--- config.mk ---
export PLATFORM = sky130hd
export DESIGN_NAME = button_debounce
export DESIGN_NICKNAME = d
export VERILOG_FILES = /design/src/rtl/button_pkg.sv /design/src/rtl/sync_2ff.sv /design/src/rtl/button_debounce.sv
export SDC_FILE = /design/constraint.sdc
export NUM_CORES = 1
export LEC_CHECK = 0
export ABC_AREA = 1
export ABC_CLOCK_PERIOD_IN_PS = 3800
export BUFFER_PORTS_ARGS = -buffer_cell sky130_fd_sc_hd__buf_2
export CORE_MARGIN = 2
export CORE_UTILIZATION = 45
export DETAILED_ROUTE_END_ITERATION = 12
export GPL_TIMING_DRIVEN = 0
export PLACE_DENSITY_LB_ADDON = 0.15
export SLEW_MARGIN = 5
export SYNTH_ARGS = -nofsm -noshare
export SYNTH_HDL_FRONTEND = slang
export SYNTH_SLANG_ARGS = --single-unit
--- constraint.sdc ---
create_clock -name clk -period 3.8 [get_ports clk]
set_clock_uncertainty 0.05 [all_clocks]
set_input_delay 0.38 -clock clk [delete_from_list [all_inputs] [get_ports clk]]
set_output_delay 0.38 -clock clk [all_outputs]
set_load 0.02 [all_outputs]
--- src/rtl/button_pkg.sv ---
// Shared types and constants for the button debouncer.
// Contents:
//   btn_state_t                 - debounce FSM state encoding
//   DefaultDebounceCycles       - 10 ms at 200 MHz
//   DefaultLongPressCycles      - 1 s at 200 MHz
package button_pkg;

  typedef enum logic [1:0] {
    StIdle,
    StPressing,
    StHeld,
    StReleasing
  } btn_state_t;

  localparam int unsigned DefaultDebounceCycles  = 2_000_000;
  localparam int unsigned DefaultLongPressCycles = 200_000_000;

endpackage

--- src/rtl/sync_2ff.sv ---
// Two-flop synchronizer for a single asynchronous input bit.
// Ports:
//   clk - sampling clock
//   rst - synchronous active-high reset, clears both flops
//   d   - asynchronous input
//   q   - synchronized output, two clk cycles behind d
module sync_2ff (
  input  logic clk,
  input  logic rst,
  input  logic d,
  output logic q
);

  logic meta_q;
  logic sync_q;

  always_ff @(posedge clk) begin
    if (rst) begin
      meta_q <= 1'b0;
      sync_q <= 1'b0;
    end else begin
      meta_q <= d;
      sync_q <= meta_q;
    end
  end

  assign q = sync_q;

endmodule

--- src/rtl/button_debounce.sv ---
// Push-button debouncer with press/release pulses, a toggle output and an
// optional long-press event.
// Ports:
//   clk           - sole clock
//   rst           - synchronous active-high reset
//   button        - raw asynchronous button pin
//   pressed       - debounced level, 1 = pressed
//   press_pulse   - one-cycle pulse on an accepted press
//   release_pulse - one-cycle pulse on an accepted release
//   toggle        - inverts on every accepted press
//   long_pulse    - one-cycle pulse once the press has been held long enough
// Build option:
//   BUTTON_DEBOUNCE_LONG_PRESS_EN - when defined, builds the hold counter and
//   long_pulse; otherwise long_pulse is tied low and LONG_PRESS_CYCLES is unused.
module button_debounce
  import button_pkg::*;
#(
  parameter int unsigned DEBOUNCE_CYCLES   = DefaultDebounceCycles,
  parameter int unsigned LONG_PRESS_CYCLES = DefaultLongPressCycles,
  parameter bit          ACTIVE_LOW        = 1'b0
) (
  input  logic clk,
  input  logic rst,
  input  logic button,
  output logic pressed,
  output logic press_pulse,
  output logic release_pulse,
  output logic toggle,
  output logic long_pulse
);

  if (DEBOUNCE_CYCLES < 2) begin : g_bad_debounce
    $error("DEBOUNCE_CYCLES must be at least 2");
  end
  if (LONG_PRESS_CYCLES <= DEBOUNCE_CYCLES) begin : g_bad_long
    $error("LONG_PRESS_CYCLES must exceed DEBOUNCE_CYCLES");
  end

  localparam int unsigned DbW = $clog2(DEBOUNCE_CYCLES + 1);
  // The cycle spent in IDLE/HELD that sees the new level is the first stable
  // sample, so the counter only has to cover the remaining cycles.
  localparam logic [DbW-1:0] DbLast = DbW'(DEBOUNCE_CYCLES - 2);

  logic       btn_s;
  btn_state_t state_q;
  logic [DbW-1:0] db_cnt_q;
  logic       pressed_q;
  logic       press_pulse_q;
  logic       release_pulse_q;
  logic       toggle_q;

  sync_2ff u_sync (
    .clk (clk),
    .rst (rst),
    .d   (button ^ ACTIVE_LOW),
    .q   (btn_s)
  );

  always_ff @(posedge clk) begin
    if (rst) begin
      state_q         <= StIdle;
      db_cnt_q        <= '0;
      pressed_q       <= 1'b0;
      press_pulse_q   <= 1'b0;
      release_pulse_q <= 1'b0;
      toggle_q        <= 1'b0;
    end else begin
      press_pulse_q   <= 1'b0;
      release_pulse_q <= 1'b0;
      unique case (state_q)
        StIdle: begin
          if (btn_s) begin
            state_q  <= StPressing;
            db_cnt_q <= '0;
          end
        end
        StPressing: begin
          if (!btn_s) begin
            state_q  <= StIdle;
            db_cnt_q <= '0;
          end else if (db_cnt_q >= DbLast) begin
            state_q       <= StHeld;
            db_cnt_q      <= '0;
            pressed_q     <= 1'b1;
            press_pulse_q <= 1'b1;
            toggle_q      <= ~toggle_q;
          end else begin
            // Bounded by the compare above, so it never wraps.
            db_cnt_q <= db_cnt_q + DbW'(1);
          end
        end
        StHeld: begin
          if (!btn_s) begin
            state_q  <= StReleasing;
            db_cnt_q <= '0;
          end
        end
        StReleasing: begin
          if (btn_s) begin
            state_q  <= StHeld;
            db_cnt_q <= '0;
          end else if (db_cnt_q >= DbLast) begin
            state_q         <= StIdle;
            db_cnt_q        <= '0;
            pressed_q       <= 1'b0;
            release_pulse_q <= 1'b1;
          end else begin
            db_cnt_q <= db_cnt_q + DbW'(1);
          end
        end
        default: begin
          state_q  <= StIdle;
          db_cnt_q <= '0;
        end
      endcase
    end
  end

  assign pressed       = pressed_q;
  assign press_pulse   = press_pulse_q;
  assign release_pulse = release_pulse_q;
  assign toggle        = toggle_q;

`ifdef BUTTON_DEBOUNCE_LONG_PRESS_EN
  localparam int unsigned HoldW = $clog2(LONG_PRESS_CYCLES + 1);
  localparam logic [HoldW-1:0] HoldMax  = HoldW'(LONG_PRESS_CYCLES);
  localparam logic [HoldW-1:0] HoldLast = HoldW'(LONG_PRESS_CYCLES - 1);

  logic [HoldW-1:0] hold_cnt_q;
  logic             long_done_q;
  logic             long_pulse_q;

  always_ff @(posedge clk) begin
    if (rst) begin
      hold_cnt_q   <= '0;
      long_done_q  <= 1'b0;
      long_pulse_q <= 1'b0;
    end else begin
      long_pulse_q <= 1'b0;
      unique case (state_q)
        StIdle: begin
          hold_cnt_q  <= '0;
          long_done_q <= 1'b0;
        end
        StPressing: begin
          // Guarantees HELD is entered with a zero hold count.
          hold_cnt_q <= '0;
        end
        StHeld: begin
          if (btn_s) begin
            if (hold_cnt_q != HoldMax) begin
              hold_cnt_q <= hold_cnt_q + HoldW'(1);
            end
            if (hold_cnt_q == HoldLast && !long_done_q) begin
              long_pulse_q <= 1'b1;
              long_done_q  <= 1'b1;
            end
          end
        end
        StReleasing: begin
          // A rejected release glitch resumes the same press; keep the count.
          hold_cnt_q <= hold_cnt_q;
        end
        default: begin
          hold_cnt_q <= '0;
        end
      endcase
    end
  end

  assign long_pulse = long_pulse_q;
`else
  assign long_pulse = 1'b0;
`endif

endmodule
# ---- Yosys cells after proc, flatten, opt, wreduce, memory -nomap -nowiden
# Cells that the tools add are included.
dict set report classes {
  bitwise 4
  order_cmp 1
  n_addsub 1
  n_eq_ne 11
  mux 19
  n_reduce_logical 8
}
# cell count
set op_table {}
lappend op_table {{21-bit two-way mux} 5}
lappend op_table {{21-bit one-hot mux with 4 select lines} 1}
lappend op_table {{21-bit by 1-bit adder with 21-bit output (second input constant)} 1}
lappend op_table {{21-bit >= comparator (second input constant)} 1}
lappend op_table {{2-bit two-way mux} 6}
lappend op_table {{2-bit != test (second input constant)} 4}
lappend op_table {{2-bit one-hot mux with 4 select lines} 1}
lappend op_table {{3-bit OR reduction} 2}
lappend op_table {{1-bit two-way mux} 5}
lappend op_table {{5-bit AND reduction} 1}
lappend op_table {{2-bit == test (second input constant)} 2}
lappend op_table {{2-bit by 1-bit != test with 1-bit output (second input constant)} 2}
lappend op_table {{1-bit NOT} 4}
lappend op_table {{4-bit AND reduction} 1}
lappend op_table {{3-bit by 2-bit != test with 1-bit output (second input constant)} 1}
lappend op_table {{3-bit != test (second input constant)} 1}
lappend op_table {{3-bit AND reduction} 1}
lappend op_table {{2-bit by 1-bit == test with 1-bit output (second input constant)} 1}
lappend op_table {{2-bit zero test} 1}
lappend op_table {{1-bit one-hot mux with 2 select lines} 1}
lappend op_table {{2-bit AND reduction} 1}
lappend op_table {{2-bit nonzero test} 1}
dict set report word_totals {
  word_cells 52
  output_inout_bits 5
  ff_bits 29
  inputBits 3
}

# ---- Depth between registers and ports, before layout
dict set report depth {
  depth_word 4
  mapped_depth 13
  depth_no_buf 13
}

# ---- By module
# From an unflattened synthesis, not the netlist that was laid out.
dict set report hier_totals {
  cells_unflattened 284
  hier_area_um2 1764.2
}
# module n_inst seq_area_each_um2 cells_each area_per_inst_um2
set modules_own_cells {}
lappend modules_own_cells {button_debounce 1 540.5 278 1709.1}
lappend modules_own_cells {sync_2ff 1 40.0 6 55.1}

# ---- Worst setup path before layout
# Ideal clock, no wire load.
dict set report synth_path {
  path_type {reg-to-reg}
  from {register db_cnt_q[0]}
  to {register db_cnt_q[2]}
  arrival_ns 1.378
  period_less_slack_ns 1.498
  setup_slack_ns 2.302
  n_path_buf 1
  setup_ns 0.070
  required_ns 3.680
  stages_incl_launch_ff 13
  cell_sequence {dfxtp_1 -> inv_1 -> ha_1 -> nand2_1 -> nor2_1 -> nand3_1 -> nor2_2 -> nor2_4 -> nand2_4 -> nor2_4 -> buf_6 -> nand2_1 -> a21oi_1}
}
dict set report synth_between {
  elab_chain_cells 4
  elab_cells_between_ends 6
  classes_between {add/sub (1); order compare (1); mux (4)}
}
# element line_no
set synth_rtl {}
lappend synth_rtl {{from (decl)} button_debounce.sv:46} ;# logic [DbW-1:0] db_cnt_q;
lappend synth_rtl {{from (signal assigned)} button_debounce.sv:89} ;# db_cnt_q <= db_cnt_q + DbW'(1);
lappend synth_rtl {{from (signal assigned)} button_debounce.sv:108} ;# db_cnt_q <= db_cnt_q + DbW'(1);
lappend synth_rtl {{21-bit by 1-bit adder with 21-bit output or 21-bit >= comparator (tied branches)} -}
lappend synth_rtl {{21-bit two-way mux (*)} {button_debounce.sv:81, button_debounce.sv:102}}
lappend synth_rtl {{21-bit two-way mux, on equally long branches} {button_debounce.sv:99, button_debounce.sv:78}}
lappend synth_rtl {{21-bit one-hot mux with 4 select lines (*)} button_debounce.sv:70} ;# unique case (state_q)
# Mark *: on every way between the ends. The rest lies on a longest branch, timed or not.
# A chain may end at the register's enable or synchronous reset.

# ---- Worst setup path after layout
dict set report layout_path {
  from {register db_cnt_q[0]}
  to {register db_cnt_q[17]}
}
# Same word-level chain as after synthesis.

==> results.yml <==
yosys:
  syn_area_per_cell_um2: 6.39
  synthSimpleGateAreaFrac_pct: 41.5
  yosys_register_bits: 29
  yosys.area.top_type: "dfxtp_1"
  synth_compound_area_share_pct: 11.1
  synth.cell_area_um2: 1750
  ys_seq_area_share_pct: 33.1
  synth_top_family_by_area: "simple AND/OR/NAND/NOR gates"
  synthCells: 274
  synth_area_leaders: "dfxtp_1, nand2_1, nor2_1, a21oi_1, inv_1"
  synth.distinct_cells: 27
  ys_warn_count: 0
  yosys.area_share.adder_pct: 1.43
  syn_nets: 279
  synth_mux_area_share_pct: 0
  synth-xor-area-share_pct: 2.50
  synth_top_area_share_pct: 33.1
clocking:
  ctsResizeCount: 0
  postCtsSetupBuffers: 0
  insertion_delay_ps: 280
  cts_sinks: 29
  clock_tree.buffer_depth: 2
  cts_tree: "done"
  holdBufCountCts: 0
  cts_buffers: 5
  clockRootBuffer: "clkbuf_8"
  h-tree-depth: 2
  clkTransAtPathRegs_ps: 60
power_and_ir_drop:
  switching_share_pct: 23.7
  p_seq_share_pct: 53.5
  p_comb_share_pct: 3.4
  p_sw_w: 0.000136
  internal_power_w: 0.000437
  clkPwrFrac_pct: 43.1
  powerDensity_nw_per_um2: 298
  p_leak_nw: 0.765
  irDropWorstVdd_mv: 0.246
drt:
  wirelength_mm: 3.77
  via_count: 1658
  met3_length_um: 111
  wl_met1_mm: 1.89
  first_pass_iters: 4
  vias_per_cell: 4.95
  drc_errors: 0
  wl_met2_mm: 1.70
  drtIter0Drc: 101
  wire_per_inst_um: 11.3
  antenna_left: 0
  topRoutingLayerUsed: "met4"
floorplan:
  start_util_pct: 47.5
  io_pins: 8
  dieArea_um2: 4410
  core_area_um2: 3690
  die_h_um: 66.4
  fp.dieW_um: 66.4
  placementRows: 22
placed_design:
  place_congestion: 0.877
  dpl.hpwl_mm: 2.84
  placed_area_um2: 1840
  place.port_buffers: 5
final_layout:
  design_area_um2: 1920
  fin_nets: 291
  diodes: 0
  area_growth_pct: 9.57
  drive_above_1_share_pct: 13.6
  final_util_pct: 52.0
  fill_cells: 389
worst_setup_path:
  worstSetupEndpointType: "flop"
  crit_end: "db_cnt_q[17]"
  worstPathMaxFanout: 7
  ff2ff_setup_slack_ps: 2000
  reg2reg_depth: 13
  path_class: "reg -> reg"
  cp.arrival_ps: 1970
  worstSetupStartpointType: "flop"
  r2r-start: "db_cnt_q[0]"
  r2r_end: "db_cnt_q[17]"
  crit_path_start: "db_cnt_q[0]"
  cp.required_ps: 3980
sta:
  hold_viol: 0
  fin_crit_ps: 1800
  setup_tns_ps: 0
  setup_viol: 0
  finalMaxSlewViolations: 0
  fin_crit_sh_pct: 47.3
  fmax_mhz: 557
  rsz0062_at_grt: "false"
  hold-worst-slack_ps: 247
global_routing:
  grt_max_degree: 11
  grt_pass1_vias: 1512
  track_usage_pct: 20.4
  antenna_found_initial: 0
  grt_pass1_wl_mm: 6.69
  grt_overflow_total: 0
run:
  cap_violations: 0
min_path:
  holdCritPathClass: "in -> reg"
outcome:
  status: "finished, final reports clean"
## flip-flops by register name, indices dropped and copies added (netlist names), named ones only
register	count
db_cnt_q	21
press_pulse	1
pressed	1
release_pulse	1
state_q	1
toggle	1
u_sync.meta_q	1
u_sync.q	1
## worst min path at each step
stage,from,end,slack [ps],depth (start not counted)
floorplan,u_sync.meta_q,u_sync.q,340,2
CTS,button,u_sync.meta_q,240,3
global placement,u_sync.meta_q,u_sync.q,360,2
detailed placement,u_sync.meta_q,u_sync.q,360,2
global route,button,u_sync.meta_q,240,3
finish,button,u_sync.meta_q,250,3
## power by group through the flow
stage               sequential (W)  clock, W  combinational [W]
floorplan                 0.000313         0          0.0000143
detailed placement        0.000313         0          0.0000198
global placement          0.000313         0          0.0000199
CTS                       0.000306  0.000255          0.0000199
finish                    0.000306  0.000246          0.0000196
global route              0.000306  0.000266          0.0000218
## layout by cell type, fill, tap and decap left out
cell type  count
ha_1           2
xor2_1         5
inv_2          4
a21oi_1       25
nand3_2        2
buf_2          6
nand2_4        1
clkbuf_1       5
o21ai_0        8
o211ai_1       1
clkbuf_8       5
nand3_1       12
nor2_8         1
nor2_2         6
and3_1         1
inv_1         30
a31oi_1        1
clkinv_2       2
dfxtp_1       29
nor2_4         3
buf_6          2
buf_4          1
nand2_1       76
conb_1         1
nand4_1       11
o21ai_1        3
nor2_1        35
nand2_2        6
nor3_1         3
## synthesized netlist by cell type
library cell	n
a21oi_1	25
a31oi_1	1
and3_1	1
buf_2	1
buf_4	1
buf_6	2
clkbuf_1	4
conb_1	1
dfxtp_1	29
ha_1	2
inv_1	30
inv_2	4
nand2_1	76
nand2_2	6
nand2_4	1
nand3_1	12
nand3_2	2
nand4_1	11
nor2_1	35
nor2_2	6
nor2_4	3
nor2_8	1
nor3_1	3
o211ai_1	1
o21ai_0	8
o21ai_1	3
xor2_1	5
## cells by family (layout without fill, tap and decap cells)
logic type	after synthesis	after routing
simple gates	157	157
flops	29	29
compound gates	38	38
buf+inv	42	55
xor+xnor	5	5
other cells	1	1
fa+ha+maj	2	2
## area by class of cell
type / count / area [µm²] / area share [%]
timing repair buffer: 5 / 25.0 / 1.30
tap: 48 / 60.1 / 3.13
clock buffer: 6 / 72.6 / 3.78
clock inverter: 2 / 10.0 / 0.522
sequential: 29 / 581 / 30.2
inverter: 34 / 128 / 6.65
multi-input combinational: 203 / 993 / 51.8
buffer: 8 / 50.0 / 2.61
## worst max-delay path, stage by stage, from the launching register on
cell,delay [ps]
dfxtp_1,360
inv_1,100
ha_1,200
nand2_1,90
inv_1,50
nand2_1,50
nor2_1,40
nand3_1,70
nand2_1,60
nor2_2,300
nand2_2,140
nor2_1,110
nor2_1,40
nor2_1,70
## routing by layer
layer | track usage [%] | up-vias
met3 | 5.11 | 7
met5 | 0 | -
met2 | 31.3 | 20
li1 | - | 892
met4 | 8.93 | 0
met1 | 26.9 | 739
## through the flow
stage | cells | total power [W] | setup WS, ps
2_1_floorplan | 274 | 0.000327 | 2300
3_3_place_gp | 327 | 0.000333 | 2010
3_5_place_dp | 327 | 0.000333 | 2010
4_1_cts | 335 | 0.000581 | 1990
5_1_grt | 335 | 0.000594 | 1780
6_report | 335 | 0.000572 | 2000
(Power assumes the default switching activity.)
